$ cat src/rtl/lcd_frame_guard.sv
// Video retimer and geometry guard between the timing converter and the LCD panel.
// Pixels are blanked until LOCK_FRAMES consecutive clean frames have been seen.
//
// state  | meaning
// SEARCH | waiting for the first frame start after reset
// CHECK  | judging frames, counting consecutive good ones
// LOCKED | stream trusted, pixels forwarded to the panel
module lcd_frame_guard #(
   parameter int H_ACTIVE    = 800,
   parameter int V_ACTIVE    = 480,
   parameter int LOCK_FRAMES = 2
) (
   input  logic        clk,
   input  logic        rst,
   input  logic        vid_hs,
   input  logic        vid_vs,
   input  logic        vid_de,
   input  logic [23:0] vid_data,
   input  logic        err_clr,
   output logic        lcd_hs_n,
   output logic        lcd_vs_n,
   output logic        lcd_de,
   output logic [23:0] lcd_data,
   output logic        locked,
   output logic [7:0]  err_count
);

   typedef enum logic [1:0] {
      SEARCH = 2'd0,
      CHECK  = 2'd1,
      LOCKED = 2'd2
   } state_t;

   localparam logic [11:0] H_EXP  = 12'(H_ACTIVE);
   localparam logic [11:0] V_EXP  = 12'(V_ACTIVE);
   localparam logic [3:0]  G_LOCK = 4'(LOCK_FRAMES);
   localparam logic [11:0] CNT_MAX = 12'hFFF;

   logic        r_hs1, r_vs1, r_de1;
   logic [23:0] r_data1;
   logic        r_vs1_d, r_de1_d;
   logic [11:0] r_pix_cnt;
   logic [11:0] r_line_cnt;
   logic        r_frame_bad;
   logic [3:0]  r_good_cnt;
   logic [7:0]  r_err_cnt;
   state_t      r_state;
   logic        r_hs_n, r_vs_n, r_de2, r_locked;
   logic [23:0] r_data2;

   logic        w_vs_rise, w_de_rise, w_de_fall;
   logic        w_line_bad, w_frame_good;
   logic        w_err_inc, w_pass;
   logic [3:0]  w_good_inc;
   logic [3:0]  w_good_nxt;
   state_t      w_state_nxt;

   assign w_vs_rise    = r_vs1 & ~r_vs1_d;
   assign w_de_rise    = r_de1 & ~r_de1_d;
   assign w_de_fall    = ~r_de1 & r_de1_d;
   assign w_line_bad   = w_de_fall & (r_pix_cnt != H_EXP);
   // A line ending in the same cycle as the frame start still belongs to the old frame.
   assign w_frame_good = ~(r_frame_bad | w_line_bad) & (r_line_cnt == V_EXP);
   assign w_good_inc   = r_good_cnt + 4'd1;

   always_ff @(posedge clk or posedge rst) begin
      if (rst) begin
         r_hs1   <= 1'b0;
         r_vs1   <= 1'b0;
         r_de1   <= 1'b0;
         r_data1 <= '0;
         r_vs1_d <= 1'b0;
         r_de1_d <= 1'b0;
      end else begin
         r_hs1   <= vid_hs;
         r_vs1   <= vid_vs;
         r_de1   <= vid_de;
         r_data1 <= vid_data;
         r_vs1_d <= r_vs1;
         r_de1_d <= r_de1;
      end
   end

   always_ff @(posedge clk or posedge rst) begin
      if (rst) begin
         r_pix_cnt   <= '0;
         r_line_cnt  <= '0;
         r_frame_bad <= 1'b0;
      end else begin
         if (w_de_rise) begin
            r_pix_cnt <= 12'd1;
         end else if (r_de1 && (r_pix_cnt != CNT_MAX)) begin
            r_pix_cnt <= r_pix_cnt + 12'd1;
         end

         if (w_vs_rise) begin
            r_line_cnt <= w_de_rise ? 12'd1 : 12'd0;
         end else if (w_de_rise && (r_line_cnt != CNT_MAX)) begin
            r_line_cnt <= r_line_cnt + 12'd1;
         end

         if (w_vs_rise) begin
            r_frame_bad <= 1'b0;
         end else if (w_line_bad) begin
            r_frame_bad <= 1'b1;
         end
      end
   end

   always_comb begin
      w_state_nxt = r_state;
      w_good_nxt  = r_good_cnt;
      w_err_inc   = 1'b0;
      case (r_state)
         SEARCH: begin
            if (w_vs_rise) begin
               w_state_nxt = CHECK;
               w_good_nxt  = '0;
            end
         end
         CHECK: begin
            if (w_vs_rise) begin
               if (w_frame_good) begin
                  w_good_nxt = w_good_inc;
                  if (w_good_inc == G_LOCK) begin
                     w_state_nxt = LOCKED;
                  end
               end else begin
                  w_good_nxt = '0;
                  w_err_inc  = 1'b1;
               end
            end
         end
         LOCKED: begin
            if (w_vs_rise && !w_frame_good) begin
               w_state_nxt = CHECK;
               w_good_nxt  = '0;
               w_err_inc   = 1'b1;
            end else if (w_line_bad) begin
               // Drop out at once; the frame_bad flag charges the error at the next frame start.
               w_state_nxt = CHECK;
               w_good_nxt  = '0;
            end
         end
         default: begin
            w_state_nxt = SEARCH;
            w_good_nxt  = '0;
         end
      endcase
   end

   always_ff @(posedge clk or posedge rst) begin
      if (rst) begin
         r_state    <= SEARCH;
         r_good_cnt <= '0;
         r_err_cnt  <= '0;
      end else begin
         r_state    <= w_state_nxt;
         r_good_cnt <= w_good_nxt;
         if (err_clr) begin
            r_err_cnt <= '0;
         end else if (w_err_inc && (r_err_cnt != 8'hFF)) begin
            r_err_cnt <= r_err_cnt + 8'd1;
         end
      end
   end

   // Gate with the state being entered so lock/unlock line up with the stage-2 load.
   assign w_pass = (w_state_nxt == LOCKED);

   always_ff @(posedge clk or posedge rst) begin
      if (rst) begin
         r_hs_n   <= 1'b1;
         r_vs_n   <= 1'b1;
         r_de2    <= 1'b0;
         r_data2  <= '0;
         r_locked <= 1'b0;
      end else begin
         r_hs_n   <= ~r_hs1;
         r_vs_n   <= ~r_vs1;
         r_de2    <= w_pass & r_de1;
         r_data2  <= w_pass ? r_data1 : 24'd0;
         r_locked <= w_pass;
      end
   end

   assign lcd_hs_n  = r_hs_n;
   assign lcd_vs_n  = r_vs_n;
   assign lcd_de    = r_de2;
   assign lcd_data  = r_data2;
   assign locked    = r_locked;
   assign err_count = r_err_cnt;

endmodule

$ cat config.mk
export PLATFORM = sky130hd
export DESIGN_NAME = lcd_frame_guard
export DESIGN_NICKNAME = d
export VERILOG_FILES = /design/src/rtl/lcd_frame_guard.sv
export SDC_FILE = /design/constraint.sdc
export NUM_CORES = 1
export LEC_CHECK = 0
export CAP_MARGIN = 25
export CORE_ASPECT_RATIO = 1.1
export CORE_MARGIN = 5
export CORE_UTILIZATION = 53
export CTS_CLUSTER_SIZE = 20
export DETAILED_ROUTE_END_ITERATION = 12
export PLACE_DENSITY = 0.76
export SYNTH_ARGS = -nofsm -noshare
export SYNTH_HDL_FRONTEND = slang
export SYNTH_SLANG_ARGS = --single-unit
$ cat constraint.sdc
create_clock -name clk -period 3.9 [get_ports clk]
set_clock_uncertainty 0.1 [all_clocks]
set_input_delay 0.39 -clock clk [delete_from_list [all_inputs] [get_ports clk]]
set_output_delay 0.39 -clock clk [all_outputs]
set_load 0.005 [all_outputs]
# Word-level counts from Yosys, hierarchy flattened

Cells that the tools add are included.

Logic and storage cells: 84
Flip-flop bits (word level): 96
Input bits: 30
Output and inout bits: 36

Muxes and demuxes: 27
Add/sub/neg operators: 4
Reduce and logical (&&, ||, !) cells: 11
Bitwise operators: 13
Eq/ne operators: 12

Operator list:

| cell                                                                      | number |
|---|---|
| 12-bit two-way mux                                                        | 4 |
| 12-bit by 1-bit adder with 12-bit output, second input constant           | 2 |
| 24-bit two-way mux                                                        | 1 |
| 12-bit inequality test, second input constant                             | 2 |
| 4-bit two-way mux                                                         | 5 |
| 8-bit two-way mux                                                         | 2 |
| 12-bit by 9-bit equality test with 1-bit output, second input constant    | 1 |
| 2-bit two-way mux                                                         | 6 |
| 12-bit by 10-bit inequality test with 1-bit output, second input constant | 1 |
| 4-bit one-hot mux with 3 select lines                                     | 1 |
| 8-bit by 1-bit adder with 8-bit output, second input constant             | 1 |
| 8-bit inequality test, second input constant                              | 1 |
| 2-bit nonzero test                                                        | 4 |
| 1-bit bitwise AND                                                         | 6 |
| 1-bit two-way mux                                                         | 6 |
| 1-bit NOT                                                                 | 6 |
| 2-bit one-hot mux with 3 select lines                                     | 1 |
| 4-bit by 1-bit adder with 4-bit output, second input constant             | 1 |
| 2-bit equality test, second input constant                                | 2 |
| 4-bit by 2-bit equality test with 1-bit output, second input constant     | 1 |
| 1-bit logical AND                                                         | 4 |
| 2-bit inequality test, second input constant                              | 2 |
| 3-bit inequality test, second input constant                              | 1 |
| 3-bit AND reduction                                                       | 1 |
| other kinds (5)                                                           | 5 |

# Longest topological paths before layout

Gate-level depths: netlist of run 1.

Depth after elaboration: 13
Gate-level depth with buffers: 8
Depth with buffers taken out: 7

# Worst setup path before layout of run 1

Ideal clock, no wire load.

Path kind: reg-to-reg
Start: register r_line_cnt[0]
End: register r_data2[14] (netlist: lcd_data[14])
Required time: 3.734 ns
Library setup time: 0.066 ns
Path buffers: 1
Arrival time: 2.472 ns
Clock period less this slack: 2.637 ns
Setup slack: 1.263 ns
Stages on the path, launching flop included: 9
Cell sequence: dfrtp_1 > inv_1 > ha_1 > or4b_4 > nor4_4 > o2111ai_1 > a2111oi_4 > buf_6 > and2_1

Cells in the longest elaborated chain, start to end: 8
Elaborated cells between the ends (all ways): 10
Those cells by class: eq/ne: 2; mux: 5; bitwise: 1; reduce/logical: 2

RTL lines:

| what                                              | line | RTL |
|---|---|---|
| start, declared                                   | 43   | `logic [11:0] r_line_cnt;` |
| start signal, assigned                            | 97   | `r_line_cnt <= w_de_rise ? 12'd1 : 12'd0;` |
| start signal, assigned                            | 99   | `r_line_cnt <= r_line_cnt + 12'd1;` |
| 12-bit by 9-bit equality test with 1-bit output * | 63   | `assign w_frame_good = ~(r_frame_bad \| w_line_bad) & (r_line_cnt == V_EXP);` |
| 1-bit bitwise AND *                               | 63   |  |
| 1-bit zero test                                   | 135  | `if (w_vs_rise && !w_frame_good) begin` |
| 1-bit logical AND                                 | 135  |  |
| 2-bit two-way mux                                 | 135  |  |
| 2-bit one-hot mux with 3 select lines *           | 114  | `case (r_state)` |
| 2-bit equality test *                             | 169  | `assign w_pass = (w_state_nxt == LOCKED);` |
| via w_pass                                        | 53   | `logic w_err_inc, w_pass;` |
| 24-bit two-way mux *                              | 182  | `r_data2 <= w_pass ? r_data1 : 24'd0;` |
| end signal, assigned                              | 182  |  |
| end, declared                                     | 49   | `logic [23:0] r_data2;` |

Mark *: on every way through the listed nets, which the timed path passes. The rest lies on a longest branch.
A chain may end at the register's enable or synchronous reset.

# Worst setup path after layout of run 1

Start: register r_line_cnt[0]
End: register r_data2[15] (netlist: lcd_data[15])

Cells in the longest elaborated chain, start to end: 8
Elaborated cells between the ends (all ways): 10
Those cells by class: eq/ne: 2; mux: 5; bitwise: 1; reduce/logical: 2

RTL lines:

| what                                              | line |
|---|---|
| 12-bit by 9-bit equality test with 1-bit output * | 63 |
| 1-bit bitwise AND *                               | 63 |
| 1-bit zero test                                   | 135 |
| 1-bit logical AND                                 | 135 |
| 2-bit two-way mux                                 | 135 |
| 2-bit one-hot mux with 3 select lines *           | 114 |
| 2-bit equality test *                             | 169 |
| 24-bit two-way mux *                              | 182 |

Mark *: on every way between the ends. The rest lies on a longest branch, timed or not.

==> results.ini, run 1 <==
[run_status]
status=completed

[critical_path]
end_kind=flip-flop
start_kind=flip-flop
crit_arrival_ps=3040
r2r_start=r_line_cnt[0]$_DFFE_PP0P_
critPathCapture=lcd_data[15]$_DFF_PP0_
critical_path_required_ps=4100
r2r-end=lcd_data[15]$_DFF_PP0_
crit_fanout=26
crit_type=flip-flop to flip-flop
regToRegSetupSlack_ps=1060
reg2reg_depth=8
cp-startpoint=r_line_cnt[0]$_DFFE_PP0P_

[floorplanning]
floorplan.initialDensity_pct=54.1
die_w_um=92.8
fp.dieArea_um2=9380
num_rows=33
io_pins=66
die_y_um=101
core_area_um2=7390

[clock_network]
postCtsHoldBufs=0
numCtsBuffers=9
htreeDepth=3
clk_latency_ps=360
cts-resized-gates=0
clk_pin_slew_ps=90
clock-root-buffer=clkbuf_8
clock_path_buffers=2
cts_tree=yes
postCtsSetupRepairBufs=0
clock-sinks=96

[synth]
synth_mux_area_share_pct=0.250
synth_top_family_by_area=simple AND/OR/NAND/NOR gates
synthArstFlopShare_pct=100
ys_top_cells_by_count=dfrtp_1, nor2_1, and2_1, nand2_1, inv_1
yosys.area_share.simple_pct=19.6
synthDistinctLibCells=56
synth_seq_area_share_pct=60.2
synthAdderAreaFrac_pct=3.44
ys_top_cells_by_area=dfrtp_1, and2_1, ha_1
synthFlopType=dfrtp_1
synth-seq-cells=96
synth-edff-count=0
synth.most_common_cell=dfrtp_1
yosysWarnings=0
syn-cell-area_um2=4000
syn_inst=343
synth-compound-area-share_pct=9.61
avgSynthCellArea_um2=11.7
yosys.area_share.xor_xnor_pct=4.16
synth_area_leader_cell=dfrtp_1
synth_top_area_share_pct=58.8
syn-num-nets=384

[route]
remaining_drc_errors=0
vias_per_cell=5.47
wl_per_cell_um=14.8
vias=2768
drtIter0Drc=102
first_pass_iters=4
wirelength_mm=7.49
ant_nets=0

[grt]
grt_pass1_wl_mm=13.0
grt_overflow_total=0
first_global_vias=2687
grt_max_degree=49
antenna_found_initial=0
grt_usage_pct=17.6

[timing]
hold_viol=0
finalSetupTns_ps=0
maxSlewHeadroom_pct=47.6
setup_viol=0
rsz0062_at_grt=no
setup_slack_ps=1060
tightest_slew_ps=785
slew_violations=0
fin_crit_ps=2840
maxClockFrequency_ghz=0.352
fin_crit_sh_pct=72.7

[placement]
pre_cts_slack_ps=1080
dp_hpwl_mm=5.33
port-buffer-count=65
gp_congestion=0.846
dpl_cell_area_um2=4740

[cells_and_area]
fin_nets=455
stdcell_area_um2=4940
diodes=0
area_growth_pct=23.6
utilization_pct=66.9
drive_gt1_share_pct=7.64

[power_and_ir_drop]
power.density_nw_per_um2=400
irDropWorstVdd_uv=213
p_leak_nw=2.12

[run]
maxCapViolations=0

[hold_path]
hold_path_class=flip-flop to flip-flop

[kinds of logic after synthesis]
logic type	count (synthesis)
buffers and inverters	25
adders and majority gates	11
AOI/OAI and AO/OA	51
DFF	96
xor gates and xnor gates	19
and+or+nand+nor	140
muxes	1
[critical path, cell delays in order, from the launching register on]
cell	delay [ps]
dfrtp_1	440
inv_1	100
ha_1	130
or4b_4	460
nor4_4	460
o2111ai_1	300
a2111oi_4	340
buf_4	290
and2_1	160
[how the worst min path moves through the flow]
stage | cells after the start | end | from | slack, ps
final | 1 | lcd_hs_n$_DFF_PP1_ | r_hs1$_DFF_PP0_ | 260
after detailed placement | 1 | lcd_hs_n$_DFF_PP1_ | r_hs1$_DFF_PP0_ | 250
after floorplan | 1 | lcd_hs_n$_DFF_PP1_ | r_hs1$_DFF_PP0_ | 240
after CTS | 1 | lcd_hs_n$_DFF_PP1_ | r_hs1$_DFF_PP0_ | 260
after global placement | 1 | lcd_hs_n$_DFF_PP1_ | r_hs1$_DFF_PP0_ | 240
after global routing | 1 | lcd_hs_n$_DFF_PP1_ | r_hs1$_DFF_PP0_ | 270
[final cells by class]
type	count	area, um2
Fill cell	559	2450
Sequential cell	96	2400
Multi-Input combinational cell	222	1480
Timing Repair Buffer	70	688
Clock buffer	9	124
Tap cell	87	109
Clock inverter	7	76.3
Inverter	15	57.6
[cells in the final DEF (no fill, tap or decap), types with 4 or more instances in the layout]
cell type	n
a21oi_1	11
and2_1	27
and4_1	4
buf_4	5
clkbuf_8	9
clkdlybuf4s50_1	65
dfrtp_1	94
ha_1	11
inv_1	14
nand2_1	23
nand3_1	12
nand4_1	8
nor2_1	32
nor4_1	6
o21ai_0	9
o31ai_1	6
or3_1	5
xnor2_1	12
xor2_1	7
[flip-flops by register name (all words and copies together), names as in the netlist]
signal       flops
lcd_data        24
r_state          2
r_good_cnt       4
r_hs1            1
lcd_hs_n         1
r_vs1            1
r_data1         24
r_frame_bad      1
lcd_vs_n         1
r_vs1_d          1
r_line_cnt      12
r_pix_cnt       12
err_count        8
lcd_de           1
r_de1            1
locked           1
r_de1_d          1
[report_power, final]
| part | switching [mW] | leakage, nW | total (mW) | internal (mW) |
|---|---|---|---|---|
| Combinational | 0.138 | 0.760 | 0.248 | 0.111 |
| Sequential | 0.0367 | 1.26 | 1.07 | 1.03 |
| Clock | 0.354 | 0.102 | 0.657 | 0.303 |
[metrics by stage]
step | total power, mW | instances | hold slack, ps
floorplan | 1.25 | 343 | 237
global placement | 1.33 | 490 | 242
detailed placement | 1.34 | 490 | 246
CTS | 2.00 | 506 | 262
global route | 2.07 | 506 | 271
finish | 1.98 | 506 | 256
[layer usage]
layer	vias up	global-route usage [%]	wire length (um)	share of wire [%]
li1	1339	-	-	-
met1	1347	23.3	3310	44
met2	68	28.9	3730	50
met3	14	3.73	334	4.5
met4	0	6.43	121	1.6
met5	-	0	0	0
No activity file was read; power rests on OpenSTA's default activity.
==> run 2, diff against run 1 <==
==> constraint.sdc (replaced) <==
create_clock -name clk -period 2.9 [get_ports clk]
set_clock_uncertainty 0.1 [all_clocks]
set_input_delay 0.29 -clock clk [delete_from_list [all_inputs] [get_ports clk]]
set_output_delay 0.29 -clock clk [all_outputs]
set_load 0.005 [all_outputs]
==> run 2 against run 1 <==
Against the previous run: first-iteration DRC count up 50%; die area unchanged; cell area is 0.28% higher; clock-buffer cell count increased by 2; non-clock buffer count is 1 higher; register-to-register slack got worse by 880 ps; via count down 0.40%; sequential power increased by 35%; cell count increased by 0.20%.
==> results.ini, run 2 (synthesized netlist as in run 1, its figures left out) <==
[route]
first_pass_iters=4  ; unchanged
drtIter0Drc=153  ; +50%
vias=2757  ; -0.40%
wirelength_mm=7.46  ; -0.49%
vias_per_cell=5.44  ; -0.59%
remaining_drc_errors=0  ; unchanged
wl_per_cell_um=14.7  ; -0.69%
ant_nets=0  ; unchanged

[clock_network]
htreeDepth=3  ; unchanged
cts-resized-gates=0  ; unchanged
postCtsSetupRepairBufs=0  ; unchanged
clk_pin_slew_ps=90  ; about the same
numCtsBuffers=9  ; unchanged
postCtsHoldBufs=0  ; unchanged
cts_tree=yes
clock_path_buffers=2  ; unchanged
clock-root-buffer=clkbuf_8
clock-sinks=96  ; unchanged
clk_latency_ps=360  ; about the same

[floorplanning]
fp.dieArea_um2=9380  ; unchanged
io_pins=66  ; unchanged
core_area_um2=7390  ; unchanged
die_y_um=101  ; unchanged
num_rows=33  ; unchanged
floorplan.initialDensity_pct=54.1  ; unchanged
die_w_um=92.8  ; unchanged

[critical_path]
slowest_delay_ps=510  ; +50 ps
start_kind=flip-flop
crit_type=flip-flop to flip-flop
cp_num_buf_inv=3  ; +1
worst_path_dominant_cell_family=compound AO/OA/AOI/OAI gates
end_kind=flip-flop
crit_chain=inv_1, ha_1, or3b_2, o31ai_4, buf_4, a21oi_1, a2111oi_4, buf_4, and2_1
crit_fanout=26  ; unchanged
crit_top_cell=buf_4
crit_slowest_cell=or3b_2
critical_path_required_ps=3100  ; -1000 ps
regToRegSetupSlack_ps=180  ; -880 ps
crit_arrival_ps=2910  ; -130 ps

[run_status]
status=completed

[timing]
maxClockFrequency_ghz=0.368  ; +4.5%
maxSlewHeadroom_pct=47.9  ; +0.31 points
hold_viol=0  ; unchanged
fin_crit_ps=2720  ; -122 ps
setup_viol=0  ; unchanged
fin_crit_sh_pct=93.6  ; +21 points
slew_violations=0  ; unchanged
rsz0062_at_grt=no
tightest_slew_ps=762  ; -23.5 ps
finalSetupTns_ps=0  ; unchanged

[placement]
gp_congestion=0.850  ; +0.45%
port-buffer-count=65  ; unchanged
dp_hpwl_mm=5.17  ; -3.0%

[power_and_ir_drop]
seqPwrFrac_pct=54.8  ; +0.6 points
irDropWorstVdd_uv=290  ; +36%
pwr-share-clk_pct=32.4  ; -0.9 points
sw_frac_of_total_pct=27.1  ; +0.30 points
p_leak_nw=2.12  ; +0.24%
combPwrFrac_pct=12.8  ; +0.2 points
p_sw_mw=0.709  ; +34%
p_int_mw=1.91  ; +32%
power.density_nw_per_um2=529  ; +32%

[run]
maxCapViolations=0  ; unchanged

[cells_and_area]
final_common_cell=dfrtp_1
utilization_pct=67.1  ; +0.19 points
ff_latch_area_um2=2400  ; unchanged
fin_nets=456  ; +0.22%
layout_common_cells=dfrtp_1, clkdlybuf4s50_1, nor2_1
drive_gt1_share_pct=7.86  ; +0.22 points
fillers=543  ; -2.9%
multi_input_area_um2=1480  ; unchanged
diodes=0  ; unchanged
area_growth_pct=24.0

[grt]
antenna_found_initial=0  ; unchanged
grt_max_degree=97  ; +98%
grt_usage_pct=17.8  ; +0.14 points
first_global_vias=2799  ; +4.2%
grt_overflow_total=0  ; unchanged
grt_pass1_wl_mm=13.0  ; about the same

[hold_path]
hold_path_class=primary input to flip-flop

-- run 2: path summary, 6_finish.rpt --
kind,from,to,cells after the start
max,r_pix_cnt[0]$_DFFE_PP0P_,lcd_data[23]$_DFF_PP0_,9
min,vid_hs,r_hs1$_DFF_PP0_,1
max reg2reg,r_pix_cnt[0]$_DFFE_PP0P_,lcd_data[23]$_DFF_PP0_,9
min reg2reg,r_hs1$_DFF_PP0_,lcd_hs_n$_DFF_PP1_,1
max in group asynchronous,rst,lcd_hs_n$_DFF_PP1_,3
min in group asynchronous,rst,err_count[6]$_DFFE_PP0P_,3
-- run 2: routing by layer --
metal  GRT usage, %  wire length (um)
met1           21.4              3170
met2           29.5              3790
met3           4.26               348
met4           9.92               143
met5              0                 0
-- run 2: power groups by stage --
stage                     Clock [mW]  Combinational (mW)  Sequential (mW)
after CTS                      0.869               0.338             1.43
after global placement             0               0.326             1.46
after global routing           0.922               0.379             1.44
after floorplan                    0               0.238             1.45
final                          0.850               0.336             1.44
after detailed placement           0               0.336             1.46
-- run 2: per-stage QoR --
stage	setup slack, ps	power (mW)	cells	area (um2)	hold slack, ps
global route	63.3	2.75	507	4960	232
CTS	203	2.64	507	4960	238
global placement	346	1.78	491	4760	241
finish	185	2.62	507	4960	252
floorplan	7.94	1.69	343	4000	221
detailed placement	215	1.80	491	4760	250
-- run 2: worst register-to-register path, cell delays in order (launching register included) --
cell,delay [ps]
dfrtp_1,410
inv_1,110
ha_1,150
or3b_2,510
o31ai_4,310
buf_4,200
a21oi_1,110
a2111oi_4,310
buf_4,300
and2_1,170
-- run 2: cell type report --
class	instances	share of cell area (%)
well taps	87	2.20
multi-input cells	222	29.9
repair buffers	71	14.3
inverters	15	1.16
clock inverters	5	0.858
flip-flops and latches	96	48.5
clock buffers	11	3.05
